===== config.mk =====
export PLATFORM = sky130hd
export DESIGN_NAME = lsu_mem_master
export DESIGN_NICKNAME = d
export VERILOG_FILES = /design/src/rtl/lsu_mem_master.sv
export SDC_FILE = /design/constraint.sdc
export NUM_CORES = 1
export LEC_CHECK = 0
export ABC_AREA = 1
export CAP_MARGIN = 20
export CORE_ASPECT_RATIO = 0.7
export CORE_MARGIN = 2
export CORE_UTILIZATION = 30
export DETAILED_ROUTE_END_ITERATION = 8
export GPL_ROUTABILITY_DRIVEN = 0
export HOLD_SLACK_MARGIN = 0.03
export SETUP_SLACK_MARGIN = 0.05
export SYNTH_ARGS = -nofsm -noshare
export SYNTH_HDL_FRONTEND = slang
export SYNTH_SLANG_ARGS = --single-unit

===== constraint.sdc =====
create_clock -name clk -period 4.9 [get_ports clk]
set_clock_uncertainty 0.2 [all_clocks]
set_input_delay 1.225 -clock clk [delete_from_list [all_inputs] [get_ports clk]]
set_output_delay 1.225 -clock clk [all_outputs]
set_load 0.01 [all_outputs]

===== src/rtl/lsu_mem_master.sv =====
// lsu_mem_master: single-outstanding RISC-V load/store initiator to a word-wide, byte-enabled memory
module lsu_mem_master #(
    parameter int DATA_WIDTH = 32,
    parameter int ADDR_WIDTH = 32,
    parameter int TIMEOUT    = 255
) (
    input  logic                  clk,
    input  logic                  reset,
    input  logic                  req_valid,
    output logic                  req_ready,
    input  logic                  req_we,
    input  logic [2:0]            req_funct3,
    input  logic [ADDR_WIDTH-1:0] req_addr,
    input  logic [DATA_WIDTH-1:0] req_wdata,
    output logic                  resp_valid,
    output logic [DATA_WIDTH-1:0] resp_rdata,
    output logic                  resp_err,
    output logic                  mem_req,
    output logic                  mem_we,
    output logic [ADDR_WIDTH-1:0] mem_addr,
    output logic [3:0]            mem_be,
    output logic [DATA_WIDTH-1:0] mem_wdata,
    input  logic                  mem_ack,
    input  logic [DATA_WIDTH-1:0] mem_rdata
);
    typedef enum logic [1:0] {IDLE, BUS, RESP} state_t;
    localparam int CW = $clog2(TIMEOUT + 1);
    state_t          state_q;
    logic [2:0]      f3_q;
    logic [1:0]      off_q;
    logic [CW-1:0]   cnt_q;
    logic            legal_d;
    logic [3:0]      be_d;
    logic [DATA_WIDTH-1:0] wdata_d, lane_d, rdata_d;
    always_comb begin
        legal_d = req_we
            ? (req_funct3 == 3'b000 || (req_funct3 == 3'b001 && !req_addr[0]) ||
               (req_funct3 == 3'b010 && req_addr[1:0] == 2'b00))
            : (req_funct3 == 3'b000 || req_funct3 == 3'b100 ||
               ((req_funct3 == 3'b001 || req_funct3 == 3'b101) && !req_addr[0]) ||
               (req_funct3 == 3'b010 && req_addr[1:0] == 2'b00));
        be_d    = !req_we ? 4'hF
                : req_funct3 == 3'b000 ? 4'b0001 << req_addr[1:0]
                : req_funct3 == 3'b001 ? 4'b0011 << req_addr[1:0] : 4'hF;
        wdata_d = !req_we ? '0
                : req_funct3 == 3'b000 ? {4{req_wdata[7:0]}}
                : req_funct3 == 3'b001 ? {2{req_wdata[15:0]}} : req_wdata;
        lane_d  = mem_rdata >> {off_q, 3'b000};
        // funct3[2] selects zero-extension (lbu/lhu)
        rdata_d = f3_q[1:0] == 2'b00 ? {{24{lane_d[7] & ~f3_q[2]}}, lane_d[7:0]}
                : f3_q[1:0] == 2'b01 ? {{16{lane_d[15] & ~f3_q[2]}}, lane_d[15:0]} : lane_d;
    end
    always_ff @(posedge clk) begin
        if (reset) begin
            state_q    <= IDLE;
            req_ready  <= 1'b1;
            resp_valid <= 1'b0;
            resp_err   <= 1'b0;
            resp_rdata <= '0;
            mem_req    <= 1'b0;
            mem_we     <= 1'b0;
            mem_addr   <= '0;
            mem_be     <= '0;
            mem_wdata  <= '0;
            cnt_q      <= '0;
            f3_q       <= '0;
            off_q      <= '0;
        end else begin
            case (state_q)
                IDLE: if (req_valid && req_ready) begin
                    req_ready <= 1'b0;
                    f3_q      <= req_funct3;
                    off_q     <= req_addr[1:0];
                    cnt_q     <= '0;
                    if (legal_d) begin
                        state_q   <= BUS;
                        mem_req   <= 1'b1;
                        mem_we    <= req_we;
                        mem_addr  <= {req_addr[ADDR_WIDTH-1:2], 2'b00};
                        mem_be    <= be_d;
                        mem_wdata <= wdata_d;
                    end else begin
                        state_q    <= RESP;
                        resp_valid <= 1'b1;
                        resp_err   <= 1'b1;
                        resp_rdata <= '0;
                    end
                end
                BUS: begin
                    cnt_q <= cnt_q + 1'b1;
                    // ack takes priority over a timeout reached in the same cycle
                    if (mem_ack) begin
                        state_q    <= RESP;
                        mem_req    <= 1'b0;
                        resp_valid <= 1'b1;
                        resp_err   <= 1'b0;
                        resp_rdata <= mem_we ? '0 : rdata_d;
                    end else if (cnt_q == CW'(TIMEOUT - 1)) begin
                        state_q    <= RESP;
                        mem_req    <= 1'b0;
                        resp_valid <= 1'b1;
                        resp_err   <= 1'b1;
                        resp_rdata <= '0;
                    end
                end
                RESP: begin
                    state_q    <= IDLE;
                    resp_valid <= 1'b0;
                    resp_err   <= 1'b0;
                    req_ready  <= 1'b1;
                end
                default: state_q <= IDLE;
            endcase
        end
    end
endmodule


# Yosys cells after proc, flatten, opt, wreduce, memory -nomap -nowiden
# Index checks and enable logic that the tools add are counted.
# classes
n_reduce_logical,26
bitwise_logic,3
n_mux,36
shifts,3
eq_ne,12
n_addsub,1
# ops
cell,count
2-to-1 mux 32 bit,10
case mux 32 bit (2 select lines),1
right shift 32 x 5 -> 32 bit,1
case mux 8 bit (2 select lines),1
2-to-1 mux 4 bit,3
AND reduction 4 bit,3
2-to-1 mux 1 bit,11
adder 8 x 1 -> 8 bit (second input constant),1
equality test 8 bit (second input constant),1
2-to-1 mux 2 bit,4
2-to-1 mux 8 bit,1
AND reduction 2 bit,4
equality test 3 bit (second input constant),2
zero test 2 bit,3
logical OR 1 bit,6
!= test 2 bit (second input constant),3
case mux 1 bit (3 select lines),2
equality test 2 x 1 -> 1 bit (second input constant),2
logical AND 1 bit,4
case mux 1 bit (2 select lines),2
case mux 2 bit (2 select lines),1
nonzero test 2 bit,2
left shift 1 x 2 -> 4 bit (first input constant),1
left shift 2 x 2 -> 4 bit (first input constant),1
other kinds (10),11
# word_totals
word_cells,94
out_inout_bits,105
regBits,118
in_bits,104

# Longest topological paths before layout
# depth
word_depth,9
depth_mapped,10
ltp_nobuf,10

# Worst setup path before layout
# No wires, ideal clock.
# synth_path
kind,in2reg
from,input port req_addr[1]
to,register mem_wdata[11]
n_path_buf,2
setup_slack_ps,2386
required_time_ps,4572
arrival_time_ps,2187
stages,9
setup_ps,128
cell_sequence,inv_1 -> ha_1 -> nand3_1 -> nand2_1 -> nand2_4 -> buf_6 -> buf_6 -> a22oi_1 -> nor2_1
# synth_between
elab_chain_len,5
word_cells_on_any_way,6
cone_classes,1 x mux; 5 x reduce/logical
# synth_rtl
element,line_no,text
"start, declared",13,"input logic [ADDR_WIDTH-1:0] req_addr,"
zero test 2 bit *,"38, 41",
logical AND 1 bit *,"38, 41",
"logical OR 1 bit, on equally long branches","40, 37",
2-to-1 mux 1 bit *,37,? (req_funct3 == 3'b000 || (req_funct3 == 3'b001 && !req_addr[0]) ||
AND reduction 3 bit (no source line) *,-,
"end signal, assigned",81,mem_wdata <= wdata_d;
"end, declared",22,"output logic [DATA_WIDTH-1:0] mem_wdata,"
# Every way passes the cells marked *; elsewhere a longest branch is shown, timed or not.
# A chain may end at the register's enable or synchronous reset.

# Final worst setup path
# layout_path
from,input port req_addr[0]
to,register mem_wdata[15]
# layout_between
elab_chain_len,6
word_cells_on_any_way,11
cone_classes,1 x mux; 10 x reduce/logical
# layout_rtl
element,line_no
zero test 1 bit,"37, 40"
"logical AND 1 bit, on equally long branches","40, 37"
"logical OR 1 bit, on equally long branches","39, 37"
"logical OR 1 bit, on equally long branches","40, 37"
2-to-1 mux 1 bit *,37
AND reduction 3 bit (no source line) *,-
# Marked as above.

==> results.json <==
{
  "cts_setup_buffers": 0,
  "critPathTopFamily": "buffers and inverters",
  "cts_resized": 0,
  "cts_htree_levels": 4,
  "synth.avg_cell_area_um2": 7.03,
  "finalCriticalPeriod_ns": 3.21,
  "ys_ff_latch": 118,
  "worstPathCellList": "clkdlybuf4s50_1 -> inv_1 -> ha_1 -> nand3_1 -> nand2_1 -> nand2_4 -> buf_4 -> a22oi_1 -> nor2_1",
  "dp_slack_ns": 1.28,
  "cp.required_ns": 5.05,
  "yosysTopAreaCellShare_pct": 42.5,
  "die_area_um2": 19600,
  "fin_ws_ns": 1.69,
  "path_class": "primary input to flip-flop",
  "start_util_pct": 30.8,
  "ys_seq_area_share_pct": 42.5,
  "cts_tree": "built",
  "relSlewSlack_pct": 44.0,
  "avgViaCountPerCell": 4.76,
  "antenna_found_initial": 0,
  "status": "finished clean",
  "setup_viol": 0,
  "grt_busiest_layer": "met1",
  "slew_viol_final": 0,
  "rsz0062_at_grt": "false",
  "cts.reportedPaths.clkPinSlew_ns": 0.06,
  "first_pass_iters": 5,
  "drtAntennaViolNets": 0,
  "cts_buffer_depth": 2,
  "post_drt_wl_per_cell_um": 15.1,
  "worst_slew_pin_slew_ns": 0.838,
  "grt_use_met2_pct": 25.7,
  "cts_num_sinks": 118,
  "layout.nets": 1076,
  "holdCritPathClass": "flip-flop to flip-flop",
  "layout-drive-gt1-share_pct": 6.44,
  "cts-root-buf": "clkbuf_16",
  "synth.largest_area_cell": "dfxtp_1",
  "synth_edf_count": 0,
  "die_x_um": 167,
  "clk_latency_ns": 0.42,
  "die_h_um": 118,
  "vias": 5786,
  "crit_slowest_cell": "clkdlybuf4s50_1",
  "fp.coreArea_um2": 18100,
  "area_growth_pct": 47.1,
  "critical_path_buf_inv_count": 3,
  "synthCells": 790,
  "synth.area.top_cells": "dfxtp_1 (43%), nand2_1 (16%), a21oi_1 (6.6%)",
  "cts_hold_buf": 0,
  "grt-ovfl-total": 0,
  "met3_usage_pct": 6.42,
  "cp-end-kind": "flip-flop",
  "cap_violations": 0,
  "period_share_pct": 65.4,
  "max_freq_mhz": 312,
  "diodes": 0,
  "hpwl_um": 13000,
  "grt_pass1_wl_um": 28800,
  "async_reset_ff_share_pct": 0,
  "power_density_nw_per_um2": 335,
  "critPathMaxFanout": 62,
  "synth_cell_type_count": 35,
  "netlist_area_um2": 5550,
  "first_global_vias": 5303,
  "ys.flop_type": "dfxtp_1",
  "yosysWarnings": 0,
  "io_pins": 209,
  "cp-start-kind": "primary input",
  "gr-usage-met1_pct": 26.4,
  "rows": 41,
  "routed_wl_um": 18400,
  "fin_tns_setup_ns": 0,
  "hold_viol": 0,
  "grt_usage_pct": 18.5,
  "p_leak_uw": 0.00313,
  "grt_max_degree": 63,
  "slowest_delay_ns": 0.56,
  "vdd_ir_drop_max_v": 0.000169,
  "cp_data_arrival_time_ns": 3.35,
  "drt_iter0_markers": 448,
  "portBuffers": 206,
  "drc": 0,
  "cts_made_buffers": 17
}
-- synth_stat cells, drive strengths merged, types with 3 or more instances --
cell / number
nor2: 93
dfxtp: 118
o211ai: 14
clkbuf: 16
or2: 3
nand2: 238
a22oi: 8
nand4: 18
ha: 6
nand3: 50
o21ai: 68
inv: 32
a21oi: 73
buf: 42
-- stage by stage --
step	std cells	hold WS, ns	power [uW]	util, %	cell area, um2
2_1_floorplan	791	0.222	1360	-	5560
5_1_grt	1215	0.279	2860	45.2	8170
4_1_cts	1215	0.252	2760	45.2	8170
6_report	1215	0.255	2740	45.2	8170
3_5_place_dp	1183	0.243	1570	42.1	7610
3_3_place_gp	1183	0.243	1580	42.1	7610
-- report_power, final --
part | internal (uW) | leakage, uW | switching [uW]
clock network | 665 | 0.000266 | 519
registers | 1010 | 0.000958 | 33.5
logic | 225 | 0.00190 | 291
total | 1900 | 0.00313 | 844
-- worst paths after layout --
kind | to | cells past startpoint | slack (ns) | startpoint
setup / recovery | mem_wdata[15] | 9 | 1.69 | req_addr[0]
hold / removal | cnt_q[6] | 1 | 0.26 | cnt_q[6]
setup reg to reg | resp_rdata[22] | 8 | 2.39 | off_q[0]
hold reg to reg | cnt_q[6] | 1 | 0.26 | cnt_q[6]
-- layout make-up --
type                       count  area [um2]
clock inverter                15         133
inverter                      34         129
tap                          236         295
fill                        1845        9890
sequential                   118        2360
clock buffer                  17         425
timing repair buffer         214        2120
multi-input combinational    581        2710
-- worst reg2reg max path, stage by stage (launching register included) --
cell and delay [ns]:
dfxtp_1 0.31, buf_4 0.25, clkinv_2 0.48, nand2_1 0.24, nand2_1 0.09, nand3_1 0.10, nand2_1 0.35, nand4_1 0.28
a21oi_1 0.09
-- kinds of logic after synthesis --
kind of cell | after synthesis | synth area share [%]
AO/OA/AOI/OAI | 168 | 16.3
adder cells (fa/ha/maj) | 6 | 1.35
buffers and inverters | 92 | 8.81
flip-flops | 118 | 42.5
other | 1 | 0.0675
AND/OR/NAND/NOR | 405 | 30.9
-- flip-flops by register name, summed over array words and instances (netlist names) --
register    cells
resp_err        1
mem_we          1
cnt_q           8
mem_req         1
resp_valid      1
f3_q            3
resp_rdata     32
mem_be          4
off_q           2
mem_wdata      32
mem_addr       30
req_ready       1
state_q         2
-- metal layers --
| metal | routed length [um] | vias to the layer above |
|---|---|---|
| li1 | - | 2945 |
| met5 | 0 | - |
| met4 | 301 | 0 |
| met2 | 7600 | 174 |
| met3 | 1340 | 24 |
| met1 | 9110 | 2643 |
-- cells in the final DEF (no fill, tap or decap), types with 2 or more instances in the layout --
master,Yosys,routed
inv_1,28,28
nand2_4,3,3
a31oi_1,2,2
conb_1,1,2
nand2_1,232,232
nand2_2,3,3
inv_2,4,4
nand3_2,3,3
o21ai_0,51,51
buf_4,9,8
nor3_1,2,2
ha_1,6,6
o21ai_1,17,17
nand3_1,47,47
nor2_1,88,88
nand4_1,18,18
inv_6,0,7
nor2_2,3,3
a21oi_1,73,73
inv_8,0,2
o211ai_1,14,14
or2_2,2,2
clkinv_4,0,3
clkbuf_16,0,17
clkdlybuf4s50_1,0,205
a22oi_1,8,8
clkinvlp_4,0,3
dfxtp_1,118,118
Note: power is estimated with default switching activity, not from simulation.
